### src/rtl/folded_maj_seq.sv
// folded_maj_seq: sequential majority evaluator for an N-bit vector.
// The vector is folded through a CHUNK-bit popcount slice, one chunk per
// cycle, and the accumulated count is compared against THRESH.
// Optional feature: define FOLDMAJ_EARLY_EXIT_EN to finish as soon as the
// outcome is decided (out_count then reports the partial count at exit).
module folded_maj_seq #(
    parameter int N      = 55,
    parameter int CHUNK  = 8,
    parameter int THRESH = (N + 1) / 2
) (
    input  logic         clk,
    input  logic         rst_n,
    input  logic         in_valid,
    output logic         in_ready,
    input  logic [N-1:0] in_x,
    output logic         out_valid,
    input  logic         out_ready,
    output logic         out_y,
    output logic [$clog2(N+1)-1:0] out_count
);

    localparam int NCHUNK = (N + CHUNK - 1) / CHUNK;
    localparam int CW     = $clog2(N + 1);
    localparam int IW     = (NCHUNK > 1) ? $clog2(NCHUNK) : 1;
    localparam int PW     = $clog2(CHUNK + 1);

    typedef enum logic [1:0] {
        IDLE  = 2'd0,
        ACCUM = 2'd1,
        DONE  = 2'd2
    } state_t;

    state_t        state;
    state_t        next_state;
    logic [N-1:0]  sr;
    logic [CW-1:0] count;
    logic [IW-1:0] idx;
    logic [PW-1:0] chunk_pop;
    logic [CW-1:0] count_next;
    logic          last_chunk;
    logic          early_exit;

    // Popcount of the chunk currently at the bottom of the shift register.
    // NOTE: every always_comb output gets a default before any branch, so
    // no path leaves it unassigned and no latch is inferred.
    always_comb begin
        chunk_pop = '0;
        for (int i = 0; i < CHUNK; i++) begin
            chunk_pop = chunk_pop + PW'(sr[i]);
        end
    end

    // Running count after folding in this cycle's chunk; cannot exceed N.
    always_comb begin
        count_next = count + CW'(chunk_pop);
        last_chunk = (idx == IW'(NCHUNK - 1));
    end

`ifdef FOLDMAJ_EARLY_EXIT_EN
    // Outcome decided: threshold reached, or unreachable with the bits left.
    always_comb begin
        early_exit = (int'(count_next) >= THRESH) ||
                     ((int'(count_next) + N) < (THRESH + CHUNK * (int'(idx) + 1)));
    end
`else
    // Full evaluation always folds every chunk.
    always_comb begin
        early_exit = 1'b0;
    end
`endif

    // State register.
    // NOTE: sequential state uses non-blocking assignments so every register
    // samples its inputs from the same pre-edge values.
    always_ff @(posedge clk or negedge rst_n) begin
        if (!rst_n) begin
            state <= IDLE;
        end else begin
            state <= next_state;
        end
    end

    // Next-state logic.
    always_comb begin
        next_state = state;
        case (state)
            IDLE:    if (in_valid)                 next_state = ACCUM;
            ACCUM:   if (last_chunk || early_exit) next_state = DONE;
            DONE:    if (out_ready)                next_state = IDLE;
            default:                               next_state = IDLE;
        endcase
    end

    // Datapath: load on accept, fold one chunk per ACCUM cycle, register result.
    always_ff @(posedge clk or negedge rst_n) begin
        if (!rst_n) begin
            sr        <= '0;
            count     <= '0;
            idx       <= '0;
            out_y     <= 1'b0;
            out_count <= '0;
        end else begin
            case (state)
                IDLE: begin
                    if (in_valid) begin
                        sr    <= in_x;
                        count <= '0;
                        idx   <= '0;
                    end
                end
                ACCUM: begin
                    sr    <= sr >> CHUNK;
                    count <= count_next;
                    idx   <= idx + IW'(1);
                    // Early exit only fires once the outcome is fixed, so the
                    // comparison on the partial count is still exact.
                    if (next_state == DONE) begin
                        out_y     <= (count_next >= CW'(THRESH));
                        out_count <= count_next;
                    end
                end
                default: ;
            endcase
        end
    end

    // Handshake outputs depend on state only.
    always_comb begin
        in_ready  = (state == IDLE);
        out_valid = (state == DONE);
    end

endmodule

### config.mk
export PLATFORM = sky130hd
export DESIGN_NAME = folded_maj_seq
export DESIGN_NICKNAME = d
export VERILOG_FILES = /design/src/rtl/folded_maj_seq.sv
export SDC_FILE = /design/constraint.sdc
export NUM_CORES = 1
export LEC_CHECK = 0
export CORE_MARGIN = 4
export CORE_UTILIZATION = 30
export CTS_CLUSTER_DIAMETER = 30
export DETAILED_ROUTE_END_ITERATION = 10
export PLACE_DENSITY = 0.58
export SYNTH_ARGS = -nofsm -noshare
export SYNTH_HDL_FRONTEND = slang
export SYNTH_SLANG_ARGS = --single-unit
### constraint.sdc
create_clock -name clk -period 4.6 [get_ports clk]
set_input_delay 0.92 -clock clk [delete_from_list [all_inputs] [get_ports clk]]
set_output_delay 0.92 -clock clk [all_outputs]
set_load 0.005 [all_outputs]
==> results of run 1 <==
## flip-flops by register name, summed over array words and instances (netlist names)
| name | count |
|---|---|
| count | 6 |
| idx | 3 |
| out_count | 6 |
| out_y | 1 |
| sr | 55 |
| state | 2 |
## path summary, 6_finish.rpt
path                                          startpoint                        to  slack [ns]
worst max-delay path                   sr[0]$_DFFE_PN0P_         out_y$_DFFE_PN0P_        0.82
worst min-delay path            out_count[4]$_DFFE_PN0P_  out_count[4]$_DFFE_PN0P_        0.48
worst max register to register         sr[0]$_DFFE_PN0P_         out_y$_DFFE_PN0P_        0.82
worst min register to register  out_count[4]$_DFFE_PN0P_  out_count[4]$_DFFE_PN0P_        0.48
max in group asynchronous                          rst_n         sr[7]$_DFFE_PN0P_        2.83
min in group asynchronous                          rst_n        sr[54]$_DFFE_PN0P_        0.80
## cells by family after synthesis
group           count (synthesis)
xor+xnor                        5
mux                             1
flops                          73
compound gates                 72
buf+inv                        40
simple gates                  195
fa+ha+maj                      13
## stage by stage
step | setup slack (ns) | hold WS [ns]
finish | 0.823 | 0.484
global route | 0.685 | 0.515
CTS | 0.824 | 0.488
detailed placement | 0.847 | 0.475
global placement | 0.934 | 0.469
floorplan | 1.04 | 0.450
## cells in the final DEF, fill, tap and decap left out, types with 8 or more instances in the layout
cell type,synthesis,final
nor2_1,51,51
ha_1,8,8
dfrtp_1,73,73
a31oi_1,43,43
clkbuf_16,0,9
inv_1,12,12
o21ai_0,19,19
nand2_1,119,118
nand3_1,17,17
clkdlybuf4s50_1,0,66
## routing by layer
metal,vias to the layer above,routed length [µm]
met5,-,0
met1,1349,4120
li1,1420,-
met3,4,337
met4,0,71
met2,49,4020
## critical path, stage by stage, from the launching register on
cell and delay [ns]:
dfrtp_1 0.40, fa_1 0.53, inv_1 0.05, fa_1 0.45
fa_1 0.51, fa_1 0.21, inv_1 0.07, fa_1 0.39
a21o_2 0.22, a21oi_1 0.25, xor2_1 0.12, or3_1 0.33
a31oi_1 0.18
## power by group
part | leakage [nW] | switching [mW] | internal (mW)
Combinational | 0.995 | 1.00 | 0.734
Sequential | 0.876 | 0.177 | 0.965
Clock | 0.152 | 0.270 | 0.475
## layout make-up
cell class | instances | area (µm²) | share of cell area (%)
multi-input cells | 286 | 1460 | 32.5
repair buffers | 68 | 673 | 15.0
inverters | 12 | 45.0 | 1.00
clock buffers | 9 | 225 | 5.00
flip-flops and latches | 73 | 1830 | 40.6
well taps | 140 | 175 | 3.89
clock inverters | 7 | 93.8 | 2.08
## synth_stat cells, types with 2 or more instances
master,number
clkbuf_1,13
nand3_1,17
a21oi_1,7
fa_1,5
ha_1,8
dfrtp_1,73
a31oi_1,43
nor2_1,51
buf_2,13
buf_4,2
xor2_1,3
nand2b_1,2
o21ai_0,19
nand2_1,119
inv_1,12
or3_1,2
xnor2_1,2
==> metrics.yaml, run 1 <==
yosys:
  synthMuxAreaShare_pct: 0.326
  yosysWarnings: 0
  ys_seq_elements: 73
  syn_area_um2: 3450
  syn-num-nets: 471
  seq_area_frac_synth_pct: 52.9
  synth_fa_ha_area_share_pct: 5.80
  synth_top_family_by_area: "simple AND/OR/NAND/NOR gates"
  synth.avg_cell_area_um2: 8.65
  syn_inst: 399
  synth-edff-count: 0
  yosys.cell_types.count: 25
  yosysTopAreaCell: "dfrtp_1"
  synthSimpleGateAreaFrac_pct: 22.4
  synthTopCellsByArea: "dfrtp_1, nand2_1, a31oi_1"
  synth_compound_area_share_pct: 12.3
  synth_xor_area_share_pct: 1.27
  synth.top_cell.area_share_pct: 52.9
  synthArstFlopShare_pct: 100
  synth_ff_type: "dfrtp_1"
global_route:
  grt_util_met3_pct: 2.53
  grt_use_total_pct: 13.5
  grt_max_degree: 108
  use_met1_pct: 19.6
  antenna_found_initial: 0
  grt_first_pass_wirelength_mm: 14.2
  use_met2_pct: 20.4
  busiest_layer: "met2"
  first_global_vias: 2962
  grt_overflow_total: 0
sta:
  max_freq_mhz: 265
  setup_viol: 0
  fin_crit_sh_pct: 82.1
  slew_headroom_pct: 24.1
  tns_ns: 0
  finalMaxSlewViolations: 0
  fin_skew_ns: 0.00537
  tightest_slew_ns: 1.14
  fin_crit_ns: 3.78
  hold_viol: 0
  rsz0062_at_grt: "false"
routing:
  ant_nets: 0
  drt_iter0_markers: 193
  vias: 2822
  wl_per_cell_um: 14.4
  via_per_inst: 4.74
  drc_errors: 0
  routed_wl_mm: 8.54
  drt_pass1_iterations: 5
clock_tree:
  numCtsBuffers: 9
  clock_sinks: 73
  cts_tree: "done"
  htree_levels: 3
  ctsResizeCount: 0
  clk_pin_slew_ns: 0.06
  insertion_delay_ns: 0.32
  postCtsSetupBuffers: 0
  clk_path_buf_depth: 2
  postCtsHoldBufs: 0
  clock_tree.root_cell: "clkbuf_16"
floorplan:
  core_um2: 11000
  row_count: 38
  fp.dieH_um: 115
  dieArea_um2: 13300
  die_w_um: 115
  boundaryPins: 68
  initial_core_util_pct: 31.3
placed_design:
  dpl_cell_area_um2: 4180
  post-dp-hpwl_mm: 5.65
  gp_routability_congestion: 0.787
  io_buffers: 67
  place_inst: 579
finish:
  antenna_cells: 0
  nNetsFinal: 522
  fin_area_um2: 4500
  nFillCells: 1144
  area_growth_pct: 30.4
  final_core_util_pct: 40.8
  final_cells: 595
  drive_above_1_share_pct: 5.05
hold_path:
  hp-class: "register to register"
  hold_path_depth: 2
worst_setup_path:
  crit_fanout: 3
  worst_ep_required_time_ns: 4.84
  critPathKind: "register to register"
  worstSetupEndpointType: "register"
  start_kind: "register"
  crit_arrival_ns: 4.02
  r2r_cells: 12
pwr:
  power_density_nw_per_um2: 805
  p_leak_nw: 2.02
  p_total_mw: 3.62
  ir_drop_v: 0.000327
flow_run:
  cap_violations: 0
status:
  status: "completed"
No activity file was read; power rests on OpenSTA's default activity.
==> run 2, diff against run 1 <==
--- a/config.mk
+++ b/config.mk
@@ -9,7 +9,7 @@
 export CORE_UTILIZATION = 30
 export CTS_CLUSTER_DIAMETER = 30
 export DETAILED_ROUTE_END_ITERATION = 10
-export PLACE_DENSITY = 0.58
+export PLACE_DENSITY = 0.6
 export SYNTH_ARGS = -nofsm -noshare
 export SYNTH_HDL_FRONTEND = slang
 export SYNTH_SLANG_ARGS = --single-unit
==> constraint.sdc (replaced) <==
create_clock -name clk -period 3.44 [get_ports clk]
set_input_delay 0.688 -clock clk [delete_from_list [all_inputs] [get_ports clk]]
set_output_delay 0.688 -clock clk [all_outputs]
set_load 0.005 [all_outputs]
==> run 2 against run 1 <==
Wire length decreased by 1.9%. The run now ends with setup timing left. Clock power up 23%. Critical path depth unchanged. Sequential cell count is the same. Via count increased by 1.1%. First-iteration DRC count shrank 18%. Cell count rose by 0.67%. Register-to-register slack got worse by 0.95 ns. Utilization increased by 0.32 points. Sequential share of layout area decreased by 0.31 points. Final area is 0.78% higher.
==> metrics.yaml, run 2 (synthesis results as in run 1) <==
worst_setup_path:
  path_buf_inv: 2  # unchanged
  r2r_end: "out_y$_DFFE_PN0P_"  # unchanged
  cp_slowest_cell: "fa_1"  # unchanged
  crit_chain: "fa_1 -> inv_1 -> fa_1 -> fa_1 -> fa_2 -> inv_2 -> fa_2 -> a21o_2 -> a21oi_2 -> xor2_1 -> or3_1 -> a31oi_1"  # was fa_1 -> inv_1 -> fa_1 -> fa_1 -> fa_1 -> inv_1 -> fa_1 -> a21o_2 -> a21oi_1 -> xor2_1 -> or3_1 -> a31oi_1
  worst_ep_required_time_ns: 3.69  # was 4.84 ns
  cpPeakStageDelay_ns: 0.53  # about the same
  path_depth: 12  # unchanged
  r2r-start: "sr[0]$_DFFE_PN0P_"  # unchanged
  start_kind: "register"  # unchanged
  path_delay_family: "adder cells"  # unchanged
  r2r_cells: 12  # unchanged
  reg2reg_setup_slack_ns: -0.13  # was 0.82 ns
  crit_fanout: 2  # was 3
  critPathKind: "register to register"  # unchanged
  critPathCapture: "out_y$_DFFE_PN0P_"  # unchanged
  cpMostUsedCell: "fa_1"  # unchanged
  worstSetupEndpointType: "register"  # unchanged
  crit_arrival_ns: 3.81  # was 4.02 ns
  startpoint: "sr[0]$_DFFE_PN0P_"  # unchanged
clock_tree:
  clk_pin_slew_ns: 0.06  # about the same
  postCtsHoldBufs: 0  # unchanged
  clk_path_buf_depth: 2  # unchanged
  htree_levels: 3  # unchanged
  insertion_delay_ns: 0.33  # was 0.32 ns
  numCtsBuffers: 9  # unchanged
  postCtsSetupBuffers: 0  # unchanged
  clock_tree.root_cell: "clkbuf_16"  # unchanged
  clock_sinks: 73  # unchanged
  cts_tree: "done"  # unchanged
floorplan:
  die_w_um: 115  # unchanged
  row_count: 38  # unchanged
  core_um2: 11000  # unchanged
  dieArea_um2: 13300  # unchanged
  initial_core_util_pct: 31.3  # unchanged
  fp.dieH_um: 115  # unchanged
  boundaryPins: 68  # unchanged
status:
  status: "finished, violations left"  # was completed
  failed_checks: "setup timing"
sta:
  finalMaxSlewViolations: 0  # unchanged
  slew_headroom_pct: 26.1  # was 24.1%
  fin_crit_ns: 3.57  # was 3.78 ns
  fin_ws_ns: -0.125  # was 0.823 ns
  rsz0062_at_grt: "true"  # was false
  tns_ns: -0.125  # was 0 ns
  setup_viol: 1  # was 0
  fin_skew_ns: 0.00640  # was 0.00537 ns
  tightest_slew_ns: 1.11  # was 1.14 ns
  hold_viol: 0  # unchanged
  hold_ws_ns: 0.403  # was 0.484 ns
  max_freq_mhz: 281  # was 265 MHz
  fin_crit_sh_pct: 104  # was 82.1%
finish:
  largest_register_ffs: 55  # unchanged
  drive_above_1_share_pct: 6.10  # was 5.05%
  area_growth_pct: 31.4  # was 30.4%
  antenna_cells: 0  # unchanged
  nNetsFinal: 526  # was 522
  multi_input_area_um2: 1470  # was 1460 µm²
  largestRegisters: "sr (55), count (6), out_count (6)"  # unchanged
  nFillCells: 1137  # was 1144
  final_cell_mix: "nand2_1, dfrtp_1, clkdlybuf4s50_1"  # unchanged
  final_common_cell: "nand2_1"  # unchanged
  top_register: "sr"  # unchanged
  regArea_um2: 1830  # unchanged
pwr:
  power_density_nw_per_um2: 1080  # was 805 nW/µm²
  ir_drop_v: 0.000501  # was 0.000327 V
  p_leak_nw: 2.04  # was 2.02 nW
global_route:
  grt_overflow_total: 0  # unchanged
  grt_max_degree: 108  # unchanged
  first_global_vias: 2951  # was 2962
  grt_use_total_pct: 13.4  # was 13.5%
  grt_first_pass_wirelength_mm: 14.1  # was 14.2 mm
  antenna_found_initial: 0  # unchanged
routing:
  ant_nets: 0  # unchanged
  wl_per_cell_um: 14.0  # was 14.4 µm
  via_per_inst: 4.76  # was 4.74
  vias: 2854  # was 2822
  drt_iter0_markers: 158  # was 193
  top_layer: "met4"  # unchanged
  drc_errors: 0  # unchanged
  dr_wl_met2_mm: 3.93  # was 4.02 mm
  met1_length_mm: 3.98  # was 4.12 mm
  drt_pass1_iterations: 4  # was 5
  route.met3.wl_um: 403  # was 337 µm
  routed_wl_mm: 8.39  # was 8.54 mm
flow_run:
  cap_violations: 0  # unchanged
placed_design:
  io_buffers: 67  # unchanged
  gp_routability_congestion: 0.758  # was 0.787
  post-dp-hpwl_mm: 5.65  # about the same
  place_ws_ns: -0.129  # was 0.847 ns
hold_path:
  hp-class: "input port to async pin"  # was register to register
[run 2: cell types whose count changed in the layout (fill, tap and decap cells not counted), moves of 2 or more]
cell	change
fa_1	-2
clkbuf_1	+3
fa_2	+2
buf_4	+2
clkinvlp_4	-2
buf_12	+2
[run 2: stage by stage]
stage          area (µm²)  util, %  power, mW  std cells
4_1_cts              4530     41.1       4.93        599
2_1_floorplan        3460        -       3.27        399
3_5_place_dp         4240     38.5       3.99        583
5_1_grt              4540     41.1       5.39        599
3_3_place_gp         4240     38.5       3.91        583
6_report             4540     41.1       4.91        599
[run 2: worst min path at each step]
stage / from / to / slack (ns) / depth (start not counted)
6_report: rst_n / state[1]$_DFF_PN0_ / 0.40 / 1
5_1_grt: rst_n / state[1]$_DFF_PN0_ / 0.46 / 1
4_1_cts: rst_n / state[1]$_DFF_PN0_ / 0.43 / 1
3_5_place_dp: out_count[0]$_DFFE_PN0P_ / out_count[0]$_DFFE_PN0P_ / 0.47 / 2
3_3_place_gp: out_count[0]$_DFFE_PN0P_ / out_count[0]$_DFFE_PN0P_ / 0.47 / 2
2_1_floorplan: rst_n / count[0]$_DFFE_PN0P_ / 0.39 / 0
[run 2: layer usage]
metal  global-route usage (%)  vias to the layer above
li1                         -                     1423
met1                     18.6                     1367
met2                     20.8                       60
met3                     2.53                        4
met4                     5.40                        0
met5                        0                        -
[run 2: power breakdown]
| part | total [mW] | internal (mW) | switching (mW) |
|---|---|---|---|
| Sequential | 1.52 | 1.29 | 0.231 |
| Clock | 0.915 | 0.579 | 0.335 |
| Combinational | 2.48 | 1.10 | 1.38 |
| Total | 4.91 | 2.97 | 1.95 |
[run 2: what timing repair did]
item / in CTS / in global routing
cloned: 0 / 0
pin swaps: 0 / 2
gates resized for setup: 0 / 2
endpoints found under the setup margin: 1 / 5
[run 2: layout make-up]
cell class / count / share of cell area, %
tap: 140 / 3.86
multi-input combinational: 286 / 32.4
timing repair buffer: 72 / 16.1
clock inverter: 3 / 0.883
sequential: 73 / 40.3
clock buffer: 13 / 5.52
inverter: 12 / 0.993
==> run 3, diff against run 2 <==
--- a/config.mk
+++ b/config.mk
@@ -8,6 +8,7 @@
 export CORE_MARGIN = 4
 export CORE_UTILIZATION = 30
 export CTS_CLUSTER_DIAMETER = 30
+export CTS_CLUSTER_SIZE = 40
 export DETAILED_ROUTE_END_ITERATION = 10
 export PLACE_DENSITY = 0.6
 export SYNTH_ARGS = -nofsm -noshare
==> results of run 3 <==
Final layout, timing and power as in run 2 (identical DEF).
